## src/rtl/uart_pkg.sv

```systemverilog
// Shared UART definitions: frame geometry, default timing and FSM state types.
package uart_pkg;

  localparam int UART_DATA_BITS       = 8;
  localparam int UART_FRAME_BITS      = 10;
  localparam int DEFAULT_CLKS_PER_BIT = 434;
  localparam int DEFAULT_WORD_WIDTH   = 16;

  // Byte transmitter states: one 8N1 frame
  typedef enum logic [1:0] {
    BYTE_IDLE,
    BYTE_START,
    BYTE_DATA,
    BYTE_STOP
  } byte_state_t;

  // Word sequencer states: IDLE waits for a word, WAIT tracks the byte on the line
  typedef enum logic {
    WORD_IDLE,
    WORD_WAIT
  } word_state_t;

  // Counter width that stays legal for a count range of 1
  function automatic int cnt_width(input int n);
    return (n > 1) ? $clog2(n) : 1;
  endfunction

endpackage

```

## src/rtl/uart_tx_byte.sv

```systemverilog
// 8N1 byte transmitter. Owns the registered tx line and all bit timing.
// byte_ready is also high during the last stop-bit cycle so that a following
// byte can start with no gap after the stop bit.
module uart_tx_byte
  import uart_pkg::*;
#(
  parameter int CLKS_PER_BIT = DEFAULT_CLKS_PER_BIT
) (
  input  logic                      clk,
  input  logic                      rst,
  input  logic                      byte_valid,
  input  logic [UART_DATA_BITS-1:0] byte_data,
  output logic                      byte_ready,
  output logic                      byte_done,
  output logic                      tx
);

  localparam int CNT_W = cnt_width(CLKS_PER_BIT);
  localparam logic [CNT_W-1:0] CNT_LAST = CNT_W'(CLKS_PER_BIT - 1);
  localparam logic [2:0]       BIT_LAST = 3'(UART_DATA_BITS - 1);

  byte_state_t               state;
  logic [CNT_W-1:0]          clk_cnt;
  logic [2:0]                bit_idx;
  logic [UART_DATA_BITS-1:0] shift_reg;
  logic                      tx_reg;
  logic                      bit_end;

  assign bit_end    = (clk_cnt == CNT_LAST);
  assign byte_done  = (state == BYTE_STOP) && bit_end;
  assign byte_ready = (state == BYTE_IDLE) || byte_done;
  assign tx         = tx_reg;

  // Frame sequencer: load on handshake, then walk start/data/stop one bit period each
  always_ff @(posedge clk or negedge rst) begin
    if (!rst) begin
      state     <= BYTE_IDLE;
      clk_cnt   <= '0;
      bit_idx   <= '0;
      shift_reg <= '0;
      tx_reg    <= 1'b1;
    end else if (byte_valid && byte_ready) begin
      state     <= BYTE_START;
      clk_cnt   <= '0;
      bit_idx   <= '0;
      shift_reg <= byte_data;
      tx_reg    <= 1'b0;
    end else begin
      case (state)
        BYTE_IDLE: begin
          clk_cnt <= '0;
          tx_reg  <= 1'b1;
        end
        BYTE_START: begin
          if (bit_end) begin
            clk_cnt <= '0;
            state   <= BYTE_DATA;
            tx_reg  <= shift_reg[0];
          end else begin
            clk_cnt <= clk_cnt + 1'b1;
          end
        end
        BYTE_DATA: begin
          if (bit_end) begin
            clk_cnt <= '0;
            if (bit_idx == BIT_LAST) begin
              state  <= BYTE_STOP;
              tx_reg <= 1'b1;
            end else begin
              bit_idx   <= bit_idx + 1'b1;
              shift_reg <= shift_reg >> 1;
              tx_reg    <= shift_reg[1];
            end
          end else begin
            clk_cnt <= clk_cnt + 1'b1;
          end
        end
        BYTE_STOP: begin
          if (bit_end) begin
            clk_cnt <= '0;
            state   <= BYTE_IDLE;
            tx_reg  <= 1'b1;
          end else begin
            clk_cnt <= clk_cnt + 1'b1;
          end
        end
        default: begin
          state  <= BYTE_IDLE;
          tx_reg <= 1'b1;
        end
      endcase
    end
  end

endmodule

```

## src/rtl/uart_word_tx.sv

```systemverilog
// Word-to-UART transmitter: latches one word and sends its bytes MSB byte first
// as back-to-back 8N1 frames. The first byte is handed to the byte transmitter
// straight from the input port so the start bit appears the cycle after accept.
module uart_word_tx
  import uart_pkg::*;
#(
  parameter int WORD_WIDTH   = DEFAULT_WORD_WIDTH,
  parameter int CLKS_PER_BIT = DEFAULT_CLKS_PER_BIT
) (
  input  logic                  clk,
  input  logic                  rst,
  input  logic                  word_valid,
  input  logic [WORD_WIDTH-1:0] word,
  output logic                  word_ready,
  output logic                  busy,
  output logic                  tx
);

  localparam int NBYTES = WORD_WIDTH / UART_DATA_BITS;
  localparam int IDX_W  = cnt_width(NBYTES);
  localparam logic [IDX_W-1:0] LAST_IDX = IDX_W'(NBYTES - 1);

  generate
    if ((WORD_WIDTH % UART_DATA_BITS) != 0 || WORD_WIDTH == 0) begin : g_bad_width
      $error("uart_word_tx: WORD_WIDTH must be a non-zero multiple of 8");
    end
  endgenerate

  word_state_t               word_state;
  logic [WORD_WIDTH-1:0]     word_reg;
  logic [IDX_W-1:0]          byte_idx;
  logic                      busy_reg;
  logic                      accept;
  logic                      handoff;
  logic                      byte_valid;
  logic                      byte_ready;
  logic                      byte_done;
  logic [UART_DATA_BITS-1:0] byte_data;

  assign word_ready = !busy_reg;
  assign busy       = busy_reg;
  assign accept     = word_valid && word_ready && byte_ready;
  // Last stop-bit cycle of a byte that is not the final one: chain the next byte
  assign handoff    = (word_state == WORD_WAIT) && byte_done && (byte_idx != LAST_IDX);
  assign byte_valid = accept || handoff;
  // word_reg is kept left-aligned so the next byte to send is always its top byte
  assign byte_data  = busy_reg ? word_reg[WORD_WIDTH-1 -: UART_DATA_BITS]
                               : word[WORD_WIDTH-1 -: UART_DATA_BITS];

  // Word sequencer: latch remaining bytes on accept, count bytes, drop busy after the last
  always_ff @(posedge clk or negedge rst) begin
    if (!rst) begin
      word_state <= WORD_IDLE;
      word_reg   <= '0;
      byte_idx   <= '0;
      busy_reg   <= 1'b0;
    end else begin
      case (word_state)
        WORD_IDLE: begin
          if (accept) begin
            word_reg   <= word << UART_DATA_BITS;
            byte_idx   <= '0;
            busy_reg   <= 1'b1;
            word_state <= WORD_WAIT;
          end
        end
        WORD_WAIT: begin
          if (byte_done) begin
            if (byte_idx == LAST_IDX) begin
              byte_idx   <= '0;
              word_reg   <= '0;
              busy_reg   <= 1'b0;
              word_state <= WORD_IDLE;
            end else begin
              byte_idx <= byte_idx + 1'b1;
              word_reg <= word_reg << UART_DATA_BITS;
            end
          end
        end
        default: begin
          word_state <= WORD_IDLE;
          busy_reg   <= 1'b0;
        end
      endcase
    end
  end

  uart_tx_byte #(
    .CLKS_PER_BIT(CLKS_PER_BIT)
  ) u_tx_byte (
    .clk       (clk),
    .rst       (rst),
    .byte_valid(byte_valid),
    .byte_data (byte_data),
    .byte_ready(byte_ready),
    .byte_done (byte_done),
    .tx        (tx)
  );

endmodule
```

## config.mk

```make
export PLATFORM = sky130hd
export DESIGN_NAME = uart_word_tx
export DESIGN_NICKNAME = d
export VERILOG_FILES = /design/src/rtl/uart_pkg.sv /design/src/rtl/uart_tx_byte.sv /design/src/rtl/uart_word_tx.sv
export SDC_FILE = /design/constraint.sdc
export NUM_CORES = 1
export LEC_CHECK = 0
export ABC_AREA = 1
export BUFFER_PORTS_ARGS = -buffer_cell sky130_fd_sc_hd__buf_2
export CAP_MARGIN = 25
export CORE_UTILIZATION = 60
export DETAILED_ROUTE_END_ITERATION = 8
export PLACE_DENSITY = 0.9
export SLEW_MARGIN = 0
export SYNTH_ARGS = -nofsm -noshare
export SYNTH_HDL_FRONTEND = slang
export SYNTH_SLANG_ARGS = --single-unit
```

## constraint.sdc

```tcl
create_clock -name clk -period 4.6 [get_ports clk]
set_clock_uncertainty 0.1 [all_clocks]
set_input_delay 0 -clock clk [delete_from_list [all_inputs] [get_ports clk]]
set_output_delay 0 -clock clk [all_outputs]
set_load 0.02 [all_outputs]
```

==> impl_metrics.tcl <==
set metrics [dict create \
    cts_hold_buf 17 \
    synth_top_family_by_area "simple AND/OR/NAND/NOR gates" \
    yosysSeqAreaShare 0.445 \
    busiest_layer "met2" \
    max_stage_delay_ps 410 \
    rows 20 \
    slew_viol_final 0 \
    clkLatencyLatePin_ps 350 \
    power.density_nw_per_um2 213 \
    clkTransAtPathRegs_ps 110 \
    htreeDepth 2 \
    fp.dieArea_um2 3420 \
    start_util 0.627 \
    ys.warnings.count 0 \
    status "finished, final reports clean" \
    post-cts-setup-buffer-count 0 \
    wire_per_inst_um 13.4 \
    finalSetupViolCount 0 \
    critPathBufInv 0 \
    io_buffers 21 \
    synth_edf_count 0 \
    rsz0062_at_grt "no" \
    ys_types 26 \
    holdCritPathClass "in2reg" \
    syn2layout_area_growth_pct 17.3 \
    layout-drive-gt1-share 0.174 \
    yosys.area_share.simple 0.260 \
    vias 1613 \
    synthAdderAreaFrac 0.0718 \
    cpLargestDelayFamily "simple AND/OR/NAND/NOR gates" \
    synth_mux_area_frac 0 \
    die_h_um 58.5 \
    synthFlopType "dfrtp_1" \
    synth-xor-area-share 0.0274 \
    dpl-instance-area_um2 2030 \
    fin_tns_setup_ps 0 \
    grt_pass1_wl_mm 6.76 \
    period_share 0.423 \
    synthArstFlopShare 1.00 \
    crit_arrival_ps 2070 \
    cts_root_buffer "clkbuf_4" \
    largest_reg_flops 9 \
    synth-seq-cells 34 \
    dp_hpwl_mm 2.52 \
    cts_buffer_depth 2 \
    grt_use_met2 0.406 \
    maxSlewHeadroom 0.506 \
    first_pass_iters 4 \
    dieWidth_um 58.5 \
    use_met1 0.369 \
    io_pins 22 \
    start_kind "flop" \
    wirelength_mm 4.21 \
    ir_drop_mv 0.216 \
    core_um2 3050 \
    grt_max_degree 35 \
    vias_per_cell 5.14 \
    cts_resized 0 \
    grt-ovfl-total 0 \
    postRouteAntennaNets 0 \
    final_nets 300 \
    cp-end-kind "flop" \
    period_needed_ps 1940 \
    finish.utilization 0.736 \
    gp_congestion 0.854 \
    hold_viol 0 \
    final_area_um2 2250 \
    critPathKind "reg2reg" \
    numClockSinks 34 \
    grt_pass1_vias 1518 \
    cap_violations 0 \
    path_max_fanout 18 \
    synthCells 229 \
    avgSynthCellArea_um2 8.37 \
    fmax_ghz 0.514 \
    r2r_setup_slack_ps 2660 \
    cp_data_required_time_ps 4730 \
    fillCellCount 234 \
    diodes 0 \
    cpMaxStageDelayCell "dfrtp_1" \
    p_leak_nw 1.13 \
    tightest_slew_ps 741 \
    drt_iter0_drc 69 \
    antenna_found_initial 0 \
    grt_use_met3 0.0703 \
    netlist_area_um2 1920 \
    grtUsageTotal 0.270 \
    cts_made_buffers 5 \
    synth_compound_area_frac 0.111 \
    syn-num-nets 259 \
    crit_chain "ha_1 -> ha_1 -> nor2_1 -> nand2_2 -> o21ai_0 -> o21ai_0" \
    drc 0 \
    cts_tree "built" \
]
-- logic make-up after synthesis --
family	after synthesis
compound gates	39
xor+xnor	6
fa+ha+maj	11
buf+inv	35
flops	34
simple gates	104
-- placed cells by master, fill, tap and decap left out, types with 3 or more instances in the layout --
master,n
inv_2,3
nand2_4,5
nand3_1,19
nand2_2,3
clkbuf_4,5
inv_1,28
o21ai_2,3
ha_1,11
dlygate4sd3_1,17
dfrtp_1,33
o21ai_0,30
a21oi_1,3
nor2_1,19
xor2_1,5
nand2_1,50
buf_2,21
-- synthesized netlist by cell type, types with 2 or more instances --
cell | number | area (um^2)
o21ai_2 | 3 | 26.3
nand3_2 | 2 | 20.0
buf_6 | 2 | 22.5
nand2_4 | 5 | 56.3
dfrtp_1 | 33 | 826
o21ai_0 | 30 | 150
nand2_1 | 50 | 188
nand3_1 | 19 | 95.1
a21oi_1 | 3 | 15.0
nor3_1 | 2 | 10.0
inv_1 | 28 | 105
ha_1 | 11 | 138
xor2_1 | 5 | 43.8
inv_2 | 3 | 11.3
nand2_2 | 3 | 18.8
o211ai_1 | 2 | 15.0
nor2_1 | 19 | 71.3
-- worst paths after layout --
| kind | startpoint | endpoint | cells past startpoint |
|---|---|---|---|
| setup / recovery | u_tx_byte.bit_idx[0] | u_tx_byte.shift_reg[1] | 6 |
| hold / removal | word_valid | u_tx_byte.tx | 5 |
| setup reg to reg | u_tx_byte.bit_idx[0] | u_tx_byte.shift_reg[1] | 6 |
| hold reg to reg | u_tx_byte.tx | u_tx_byte.tx | 2 |
| max in group asynchronous | rst | u_tx_byte.clk_cnt[0] | 2 |
| min in group asynchronous | rst | u_tx_byte.shift_reg[3] | 2 |
-- per-stage QoR --
| stage | cells | hold slack [ps] | setup WS, ps | power, mW |
|---|---|---|---|---|
| 2_1_floorplan | 229 | -396 | 2960 | 0.305 |
| 3_3_place_gp | 290 | -1.15 | 2870 | 0.318 |
| 3_5_place_dp | 290 | 2.36 | 2810 | 0.318 |
| 4_1_cts | 314 | 46.2 | 2790 | 0.481 |
| 5_1_grt | 314 | 110 | 2530 | 0.495 |
| 6_report | 314 | 51.4 | 2660 | 0.478 |
-- per-layer routing --
layer  vias up  part of all wire
met2        59              0.47
met1       731              0.45
met4         0             0.021
li1        810                 -
met5         -                 0
met3        13             0.056
-- final cells by class --
cell class / instances / area (um^2) / share of cell area
Clock buffer: 5 / 37.5 / 0.0167
Clock inverter: 2 / 10.0 / 0.00445
Inverter: 31 / 116 / 0.0518
Multi-Input combinational cell: 160 / 901 / 0.401
Sequential cell: 34 / 852 / 0.379
Tap cell: 44 / 55.1 / 0.0245
Timing Repair Buffer: 38 / 275 / 0.122
-- power breakdown --
| part | switching [mW] | internal, mW |
|---|---|---|
| clock network | 0.0985 | 0.0548 |
| logic | 0.0109 | 0.0149 |
| registers | 0 | 0.299 |
-- worst register-to-register path: cells and delay by family (launching register included) --
kind | cells | cell delay [ps]
AOI/OAI and AO/OA | 2 | 430
adders and majority gates | 2 | 430
and+or+nand+nor | 2 | 460
DFF | 1 | 410
Note: power is estimated with default switching activity, not from simulation.
